===== src/rtl/mem_port_arbiter.sv =====
// Multi-port byte-serial memory access arbiter: grants one requester at a time
// and moves 1, 2 or 4 bytes over an 8-bit memory port.
module mem_port_arbiter #(
  parameter int NUM_PORTS = 2,
  parameter int ARB_MODE  = 1,
  parameter int IO_WAIT   = 1
) (
  input  logic                      clk_in,
  input  logic                      rst_in,
  input  logic                      rdy_in,
  input  logic [NUM_PORTS-1:0]      req,
  input  logic [NUM_PORTS-1:0]      we,
  input  logic [32*NUM_PORTS-1:0]   addr,
  input  logic [2*NUM_PORTS-1:0]    len,
  input  logic [NUM_PORTS-1:0]      sgn,
  input  logic [32*NUM_PORTS-1:0]   wdata,
  output logic [NUM_PORTS-1:0]      done,
  output logic [31:0]               rdata,
  output logic                      busy,
  input  logic [7:0]                mem_din,
  output logic [7:0]                mem_dout,
  output logic [31:0]               mem_a,
  output logic                      mem_wr,
  input  logic                      io_buffer_full
);

  localparam int PW = (NUM_PORTS > 1) ? $clog2(NUM_PORTS) : 1;

  typedef enum logic [1:0] {S_IDLE = 2'd0, S_RD = 2'd1, S_WR = 2'd2, S_DONE = 2'd3} state_t;

  function automatic logic [2:0] len_bytes(input logic [1:0] l);
    case (l)
      2'b00:   len_bytes = 3'd1;
      2'b01:   len_bytes = 3'd2;
      default: len_bytes = 3'd4;
    endcase
  endfunction

  // Past the last byte the read address parks on the final byte.
  function automatic logic [2:0] rd_off(input logic [2:0] c, input logic [2:0] l);
    rd_off = (c < l) ? c : (l - 3'd1);
  endfunction

  function automatic logic [7:0] byte_of(input logic [31:0] w, input logic [1:0] i);
    byte_of = w[{i, 3'b000} +: 8];
  endfunction

  function automatic logic [31:0] merge_byte(input logic [31:0] b, input logic [7:0] d,
                                             input logic [1:0] i);
    merge_byte = b;
    merge_byte[{i, 3'b000} +: 8] = d;
  endfunction

  function automatic logic [31:0] extend(input logic [31:0] v, input logic [2:0] l, input logic s);
    case (l)
      3'd1:    extend = {{24{s & v[7]}}, v[7:0]};
      3'd2:    extend = {{16{s & v[15]}}, v[15:0]};
      default: extend = v;
    endcase
  endfunction

  function automatic int port_at(input int p, input int i);
    port_at = (ARB_MODE == 1) ? ((p + i) % NUM_PORTS) : i;
  endfunction

  state_t                 state_r;
  logic [2:0]             cnt_r;
  logic [PW-1:0]          ptr_r;
  logic [PW-1:0]          gnt_r;
  logic [31:0]            l_addr_r;
  logic [31:0]            l_wdata_r;
  logic [2:0]             l_len_r;
  logic                   l_sgn_r;
  logic [31:0]            buf_r;
  logic                   refetch_r;
  logic [NUM_PORTS-1:0]   done_r;
  logic [31:0]            rdata_r;
  logic                   busy_r;
  logic [31:0]            mem_a_r;
  logic [7:0]             mem_dout_r;
  logic                   mem_wr_r;

  logic [PW-1:0]          sel_s;
  logic                   found_s;
  logic [PW-1:0]          ptr_nxt_s;
  logic [31:0]            sel_addr_s;
  logic [31:0]            sel_wdata_s;
  logic [2:0]             sel_len_s;
  logic [2:0]             cnt_inc_s;
  logic [31:0]            cap_s;
  logic                   io_stall_s;
  logic [NUM_PORTS-1:0]   gnt_onehot_s;

  // Arbitration: first requester at/after the pointer, or lowest index in fixed mode
  always_comb begin
    sel_s   = '0;
    found_s = 1'b0;
    for (int i = 0; i < NUM_PORTS; i++) begin
      if (!found_s && req[port_at(int'(ptr_r), i)]) begin
        sel_s   = PW'(port_at(int'(ptr_r), i));
        found_s = 1'b1;
      end else begin
        found_s = found_s;
      end
    end
  end

  assign ptr_nxt_s    = PW'((int'(sel_s) + 1) % NUM_PORTS);
  assign sel_addr_s   = addr[sel_s*32 +: 32];
  assign sel_wdata_s  = wdata[sel_s*32 +: 32];
  assign sel_len_s    = len_bytes(len[sel_s*2 +: 2]);
  assign cnt_inc_s    = cnt_r + 3'd1;
  assign cap_s        = merge_byte(buf_r, mem_din, cnt_r[1:0] - 2'd1);
  assign gnt_onehot_s = NUM_PORTS'(1'b1) << gnt_r;
  assign io_stall_s   = (IO_WAIT != 0) && (state_r == S_WR) && (mem_a_r[17:16] == 2'b11)
                        && io_buffer_full;

  assign done     = done_r & {NUM_PORTS{rdy_in}};
  assign mem_wr   = mem_wr_r & rdy_in & ~io_stall_s;
  assign rdata    = rdata_r;
  assign busy     = busy_r;
  assign mem_a    = mem_a_r;
  assign mem_dout = mem_dout_r;

  // Access FSM with byte sequencing and registered outputs
  always_ff @(posedge clk_in or negedge rst_in) begin
    if (!rst_in) begin
      state_r    <= S_IDLE;
      cnt_r      <= 3'd0;
      ptr_r      <= '0;
      gnt_r      <= '0;
      l_addr_r   <= 32'd0;
      l_wdata_r  <= 32'd0;
      l_len_r    <= 3'd1;
      l_sgn_r    <= 1'b0;
      buf_r      <= 32'd0;
      refetch_r  <= 1'b0;
      done_r     <= '0;
      rdata_r    <= 32'd0;
      busy_r     <= 1'b0;
      mem_a_r    <= 32'd0;
      mem_dout_r <= 8'd0;
      mem_wr_r   <= 1'b0;
    end else if (!rdy_in) begin
      // A byte due during the freeze is lost; point back at it so it can be refetched.
      if (state_r == S_RD && cnt_r != 3'd0) begin
        refetch_r <= 1'b1;
        mem_a_r   <= l_addr_r + {29'd0, cnt_r - 3'd1};
      end else begin
        refetch_r <= refetch_r;
      end
    end else begin
      case (state_r)
        S_IDLE: begin
          if (|req) begin
            gnt_r     <= sel_s;
            ptr_r     <= ptr_nxt_s;
            l_addr_r  <= sel_addr_s;
            l_wdata_r <= sel_wdata_s;
            l_len_r   <= sel_len_s;
            l_sgn_r   <= sgn[sel_s];
            cnt_r     <= 3'd0;
            buf_r     <= 32'd0;
            refetch_r <= 1'b0;
            busy_r    <= 1'b1;
            mem_a_r   <= sel_addr_s;
            if (we[sel_s]) begin
              state_r    <= S_WR;
              mem_dout_r <= sel_wdata_s[7:0];
              mem_wr_r   <= 1'b1;
            end else begin
              state_r <= S_RD;
            end
          end
        end
        S_RD: begin
          if (refetch_r) begin
            refetch_r <= 1'b0;
            mem_a_r   <= l_addr_r + {29'd0, rd_off(cnt_r, l_len_r)};
          end else if (cnt_r == l_len_r) begin
            buf_r   <= cap_s;
            rdata_r <= extend(cap_s, l_len_r, l_sgn_r);
            done_r  <= gnt_onehot_s;
            state_r <= S_DONE;
          end else begin
            if (cnt_r != 3'd0) begin
              buf_r <= cap_s;
            end
            cnt_r   <= cnt_inc_s;
            mem_a_r <= l_addr_r + {29'd0, rd_off(cnt_inc_s, l_len_r)};
          end
        end
        S_WR: begin
          if (io_stall_s) begin
            cnt_r <= cnt_r;
          end else if (cnt_r == l_len_r - 3'd1) begin
            mem_wr_r <= 1'b0;
            done_r   <= gnt_onehot_s;
            rdata_r  <= 32'd0;
            state_r  <= S_DONE;
          end else begin
            cnt_r      <= cnt_inc_s;
            mem_a_r    <= l_addr_r + {29'd0, cnt_inc_s};
            mem_dout_r <= byte_of(l_wdata_r, cnt_inc_s[1:0]);
          end
        end
        S_DONE: begin
          done_r  <= '0;
          rdata_r <= 32'd0;
          busy_r  <= 1'b0;
          cnt_r   <= 3'd0;
          state_r <= S_IDLE;
        end
        default: begin
          state_r <= S_IDLE;
        end
      endcase
    end
  end

endmodule


===== config.mk =====
export PLATFORM = sky130hd
export DESIGN_NAME = mem_port_arbiter
export DESIGN_NICKNAME = d
export VERILOG_FILES = /design/src/rtl/mem_port_arbiter.sv
export SDC_FILE = /design/constraint.sdc
export NUM_CORES = 1
export LEC_CHECK = 0
export BUFFER_PORTS_ARGS = -buffer_cell sky130_fd_sc_hd__buf_4
export CORE_MARGIN = 8
export CORE_UTILIZATION = 50
export DETAILED_ROUTE_END_ITERATION = 6
export PLACE_DENSITY = 0.8
export SYNTH_ARGS = -nofsm -noshare
export SYNTH_HDL_FRONTEND = slang
export SYNTH_SLANG_ARGS = --single-unit

===== constraint.sdc =====
create_clock -name clk_in -period 4.25 [get_ports clk_in]
set_input_delay 0.85 -clock clk_in [delete_from_list [all_inputs] [get_ports clk_in]]
set_output_delay 0.85 -clock clk_in [all_outputs]
set_load 0.1 [all_outputs]

### Word level (Yosys, flattened, before mapping)

Cells that the tools add are included.

| word-level totals | value |
|---|---|
| output and inout bits | 76 |
| word-level logic and storage cells | 163 |
| register bits after elaboration | 184 |

| operators by class | value |
|---|---|
| equal/unequal tests | 24 |
| reduce and logical (&&, ||, !) cells | 24 |
| mux-type cells | 69 |
| shift-type cells | 7 |
| add/sub/neg operators | 11 |
| bitwise logic cells | 7 |
| magnitude comparators | 5 |

Operators by type and width:

| kind | count |
|---|---|
| $mux 32 | 15 |
| $pmux 32 s3 | 2 |
| $add 32x3->32 | 4 |
| $pmux 32 s2 | 2 |
| $shiftx 64x7->32 | 2 |
| $reduce_and 6->1 | 6 |
| $bwmux 32 | 1 |
| $mux 8 | 4 |
| $shift 8x7->32 const A | 1 |
| $shiftx 32x6->8 | 1 |
| $shiftx 8x7->32 | 1 |
| $mux 3 | 7 |
| $mux 1 | 20 |
| $mux 2 | 10 |
| $pmux 8 s2 | 1 |
| $ne 2x2->1 const B | 6 |
| $pmux 3 s4 | 1 |
| $ne 3x3->1 const B | 3 |
| $reduce_and 3->1 | 3 |
| $pmux 2 s4 | 1 |
| $reduce_bool 2->1 | 4 |
| $neg 5->7 | 1 |
| $eq 2x2->1 const B | 3 |
| $eq 3x3->1 | 2 |
| 29 further kinds | 46 |

### Longest topological paths before layout

| logic depth | value |
|---|---|
| word-level depth | 12 |
| mapped depth | 18 |

### Least setup slack after synthesis

Ideal clock, no wire load.

| path | value |
|---|---|
| path type | flip-flop to flip-flop |
| from | reg cnt_r[0] |
| to | reg mem_a_r[28] (netlist: mem_a[28]) |
| cell stages (with the launch flop) | 18 |
| slack | -0.345 ns |
| data arrival time | 4.464 ns |
| period minus slack after synthesis | 4.595 ns |
| path buffers | 1 |
| cells stage by stage | dfrtp_1 -> buf_1 -> inv_1 -> ha_1 -> ha_1 -> a21o_1 -> a21oi_1 -> a21oi_1 -> o22ai_1 -> ha_1 -> inv_1 -> fa_1 -> nor2b_1 -> o2111ai_1 -> nor2_1 -> mux2_2 -> o22ai_1 -> o21ai_0 |

| on the way | value |
|---|---|
| cells in the longest elaborated chain, start to end | 8 |

Ends and longest elaborated chain:

| element | line | source |
|---|---|---|
| start: declaration | 67 | `logic [2:0] cnt_r;` |
| start signal: assignment | 189 | `cnt_r <= cnt_inc_s;` |
| start signal: assignment | 195 | `cnt_r <= cnt_r;` |
| start signal: assignment | 202 | `cnt_r <= cnt_inc_s;` |
| $add 3x1->3 | 112 | `assign cnt_inc_s = cnt_r + 3'd1;` |
| $lt 3x3->1 | 41 | `rd_off = (c < l) ? c : (l - 3'd1);` |
| $mux 3 | 41 |  |
| $add 32x3->32 | 190 | `mem_a_r <= l_addr_r + {29'd0, rd_off(cnt_inc_s, l_len_r)};` |
| $mux 32 | 180 | `end else if (cnt_r == l_len_r) begin` |
| $mux 32 | 177 | `if (refetch_r) begin` |
| $pmux 32 s3 | 153 | `case (state_r)` |
| $mux 32 | 144 | `end else if (!rdy_in) begin` |
| end signal: assignment | 148 | `mem_a_r <= l_addr_r + {29'd0, cnt_r - 3'd1};` |
| end signal: assignment | 179 | `mem_a_r <= l_addr_r + {29'd0, rd_off(cnt_r, l_len_r)};` |
| end signal: assignment | 190 |  |
| end: declaration | 79 | `logic [31:0] mem_a_r;` |

Several ways; a longest one is shown, not always the timed one. The select of a mux whose other input is x is not followed.
A chain may end at the register's enable or synchronous reset.

### Worst setup path in the final report

| path | value |
|---|---|
| from | reg cnt_r[0] |
| to | reg mem_a_r[14] (netlist: mem_a[14]) |

The elaborated chain is that of the path after synthesis.

==> results by group <==
Timing
  – Slew Viols, Final: 0
  – Period minus WS final: roughly 4 ns
  – Final-report hold violation count: 0
  – Final period util: 94.17%
  – Worst Setup Slack, final: 0.2478 ns
  – Peak Freq: 249.9 MHz
  – WHS: 0.4412 ns
  – Setup Skew: 0.009673 ns
  – Final setup fails: 0
  – Relative slew margins: roughly 40%
  – Actual slew at the worst max-slew pin: 0.9008 ns

Place
  – Post-placement cell area: 12680 sq um
  – Pre-CTS WS: 0.04556 ns
  – GPL Wtd Cong: 0.8596
  – Post-DP HPWL: between 20000 and 25000 microns
  – I/O Buffers: 225

Logic synthesis
  – Most used DFF post-synth: dfrtp_1
  – Most common cell in the netlist: nand2_1
  – Cell count after synthesis: 1182
  – Commonest cells post-synth: 197 x nand2_1, 183 x dfrtp_1, 154 x o21ai_0
  – Cell area after synthesis: 10800 sq um
  – Post-synth EDFFs: 0
  – Warnings from Yosys: 0
  – Seq/Total Area, Yosys: 42.66%
  – Ys async rst share: 100.0%
  – Area share of the largest cell type after synthesis: 42.42%
  – Average footprint of a synthesized cell: 9.133 sq um
  – Yosys cell types: 66
  – Synth area leader: dfrtp_1
  – Yosys reg bits: 184
  – Syn Nets: 1360
  – Synth area leaders: dfrtp_1 42%, mux2i_1 7.2%, o21ai_0 7.1%

Clocking
  – Clk buf depth: 2
  – CTS sink cnt: 184
  – Root Driver: clkbuf_16
  – Worst-path clk slew: 0.08 ns
  – Hold_buf cts: 0
  – CTS Buf Count: 17
  – Later-pin clock latency in the skew report: 0.44 ns
  – CTS tree: built
  – Htree depth: 4

Critical path
  – Worst reg2reg path endpoint: mem_a[14]
  – CP endpoint kind: flip-flop
  – Worst r2r src: cnt_r[0]
  – R2R depth: 16
  – Slowest CP cell: dfrtp_1
  – CP Launch Type: flip-flop
  – Worst EP arrival: 4.35 ns
  – Most frequent CP cell: ha_1
  – Data required, critical path: 4.60 ns
  – Crit path max fanout: 9
  – Crit-path cells: inv_1 > ha_1 > ha_1 > a21o_1 > a21oi_2 > a21oi_1 > o22ai_1 > ha_1 > inv_1 > fa_1 > nor2b_2 > o2111ai_4 > nor2_1 > xnor2_1 > mux2_2 > a211oi_1
  – Worst R2R Setup Slack: 0.25 ns
  – CP peak stage delay: 0.44 ns
  – Kind of critical path: flip-flop to flip-flop

Floorplanning
  – Die area: between 20000 and 30000 sq um
  – IO Count: between 200 and 250
  – Die H: about 160 microns
  – Core box area: 21090 sq um
  – FP Rows: between 50 and 60
  – Initial Util: 51.19%
  – Die width: between 150 and 200 microns

Final layout
  – Final core utilization: 63.08%
  – Nets: 1536
  – Antenna cells: 0
  – Area grow syn2layout: 23.23%
  – Post-route cell area: 13300 sq um
  – Layout cells sized above 1: a little under a quarter

Detailed routing
  – Vias per cell: between 5 and 6
  – DR iter-0 viols: between 800 and 900
  – Routed Antenna Nets: 0
  – Wire per inst: 18.25 microns
  – Drc violations: 0
  – Drt pass-1 iters: 5
  – DR vias: 9489
  – Total detailed-routing wirelength: 30050 microns

Pwr
  – Maximum vdd drop: 470.5 uV
  – Static Leak: 6.291 nW
  – Switching part of the total: 53.01%
  – Combinational Power Share: 59.3%
  – Pwr Density: 856.0 nW/um^2
  – Clock group share of total power: approximately 14%
  – Switch Pwr: 6.036 mW
  – Pwr Total: 11.39 mW
  – Part of the power in registers: 26.7%
  – Int Power: 5.351 mW

GRT
  – All-Layer GR Usage: 22.82%
  – Initial antenna violation count: 0
  – Grt total ovfl: 0
  – First-pass GRT wire length: 49160 microns
  – Vias in the first global route: 9520
  – Largest net degree at the start of global routing: 112

Run
  – Max cap viols: 0

Hold path
  – Hold Path Class: input port to async pin

Status
  – Status: complete, no violations
[layout make-up]
type | instances | area, sq um
Inverter | 21 | 78.83
Clock buffer | 17 | 425.4
Multi-Input combinational cell | 886 | 5779
Fill cell | 1764 | 7785
Tap cell | 275 | 344.1
Sequential cell | 184 | 4606
Clock inverter | 15 | 166.4
Timing Repair Buffer | 248 | 1903
[per-layer routing]
layer	global-route usage, %	share of wire, %	vias to the layer above
li1	-	-	4537
met4	7.840	2.0	0
met5	0	0	-
met1	30.71	44	4523
met2	36.02	47	389
met3	4.727	7.4	40
[stage by stage]
| step | instances | TNS [ns] |
|---|---|---|
| after floorplan | 1182 | 0 |
| after global placement | 1614 | 0 |
| after detailed placement | 1614 | 0 |
| after CTS | 1646 | 0 |
| after global routing | 1646 | -0.008179 |
| final | 1646 | 0 |
[sequential cells by signal, indices dropped and copies added, names as in the netlist, 2 cells and up]
register and cells:
cnt_r 3, mem_a 32, mem_dout 8, buf_r 32, done_r 2, l_addr_r 32, state_r 2, rdata 32
l_len_r 3, l_wdata_r 32
[critical path, delay by kind of cell, from the launching register on]
family / cells / cell delay [ns]
compound gates: 6 / 1.22
fa+ha+maj: 4 / 1.20
simple gates: 2 / 0.52
flops: 1 / 0.44
xor+xnor: 1 / 0.10
mux: 1 / 0.28
buf+inv: 2 / 0.15
[cell usage in the layout (no fill, tap or decap), drive strengths merged, types with 5 or more instances in the layout]
master	n
nor3	19
nand4	18
nor2	48
a31oi	29
dfrtp	183
a21o	9
nand3	23
buf	248
o22ai	10
o221ai	6
xnor2	27
and3	7
o31ai	10
mux4	8
o21ai	158
nand2b	6
ha	26
o22a	6
nor4	9
nor2b	41
nand2	197
xor2	27
clkinv	5
mux2i	78
inv	26
clkbuf	17
mux2	19
a21oi	27
a211oi	8
a22o	17
[worst max path at each step]
stage	start	to	slack, ns	cells after the start
6_report	cnt_r[0]	mem_a[14]	0.25	16
5_1_grt	cnt_r[0]	mem_a[26]	-0.006	16
4_1_cts	cnt_r[0]	mem_a[28]	0.05	16
3_5_place_dp	cnt_r[0]	mem_a[28]	0.05	16
3_3_place_gp	cnt_r[0]	mem_a[28]	0.17	16
2_1_floorplan	cnt_r[0]	mem_a[28]	0.05	17
[what timing repair did]
action                     CTS  global route
gates resized for setup      1             5
buffers inserted             0             0
setup endpoints to repair    1            13
[logic make-up after synthesis]
group	Yosys count	synth area share, %
buffers and inverters	112	4.300
xor gates and xnor gates	55	4.613
DFF	184	42.66
and+or+nand+nor	394	17.11
adders and majority gates	28	3.384
AOI/OAI and AO/OA	304	17.05
muxes	105	10.88
[power groups by stage]
stage	Clock [mW]	Sequential, mW	Combinational (mW)
2_1_floorplan	0	4.60	3.50
3_3_place_gp	0	3.01	6.54
3_5_place_dp	0	3.05	6.68
4_1_cts	1.62	3.03	6.72
5_1_grt	1.69	3.13	7.28
6_report	1.60	3.03	6.76
No activity file was read; power rests on OpenSTA's default activity.
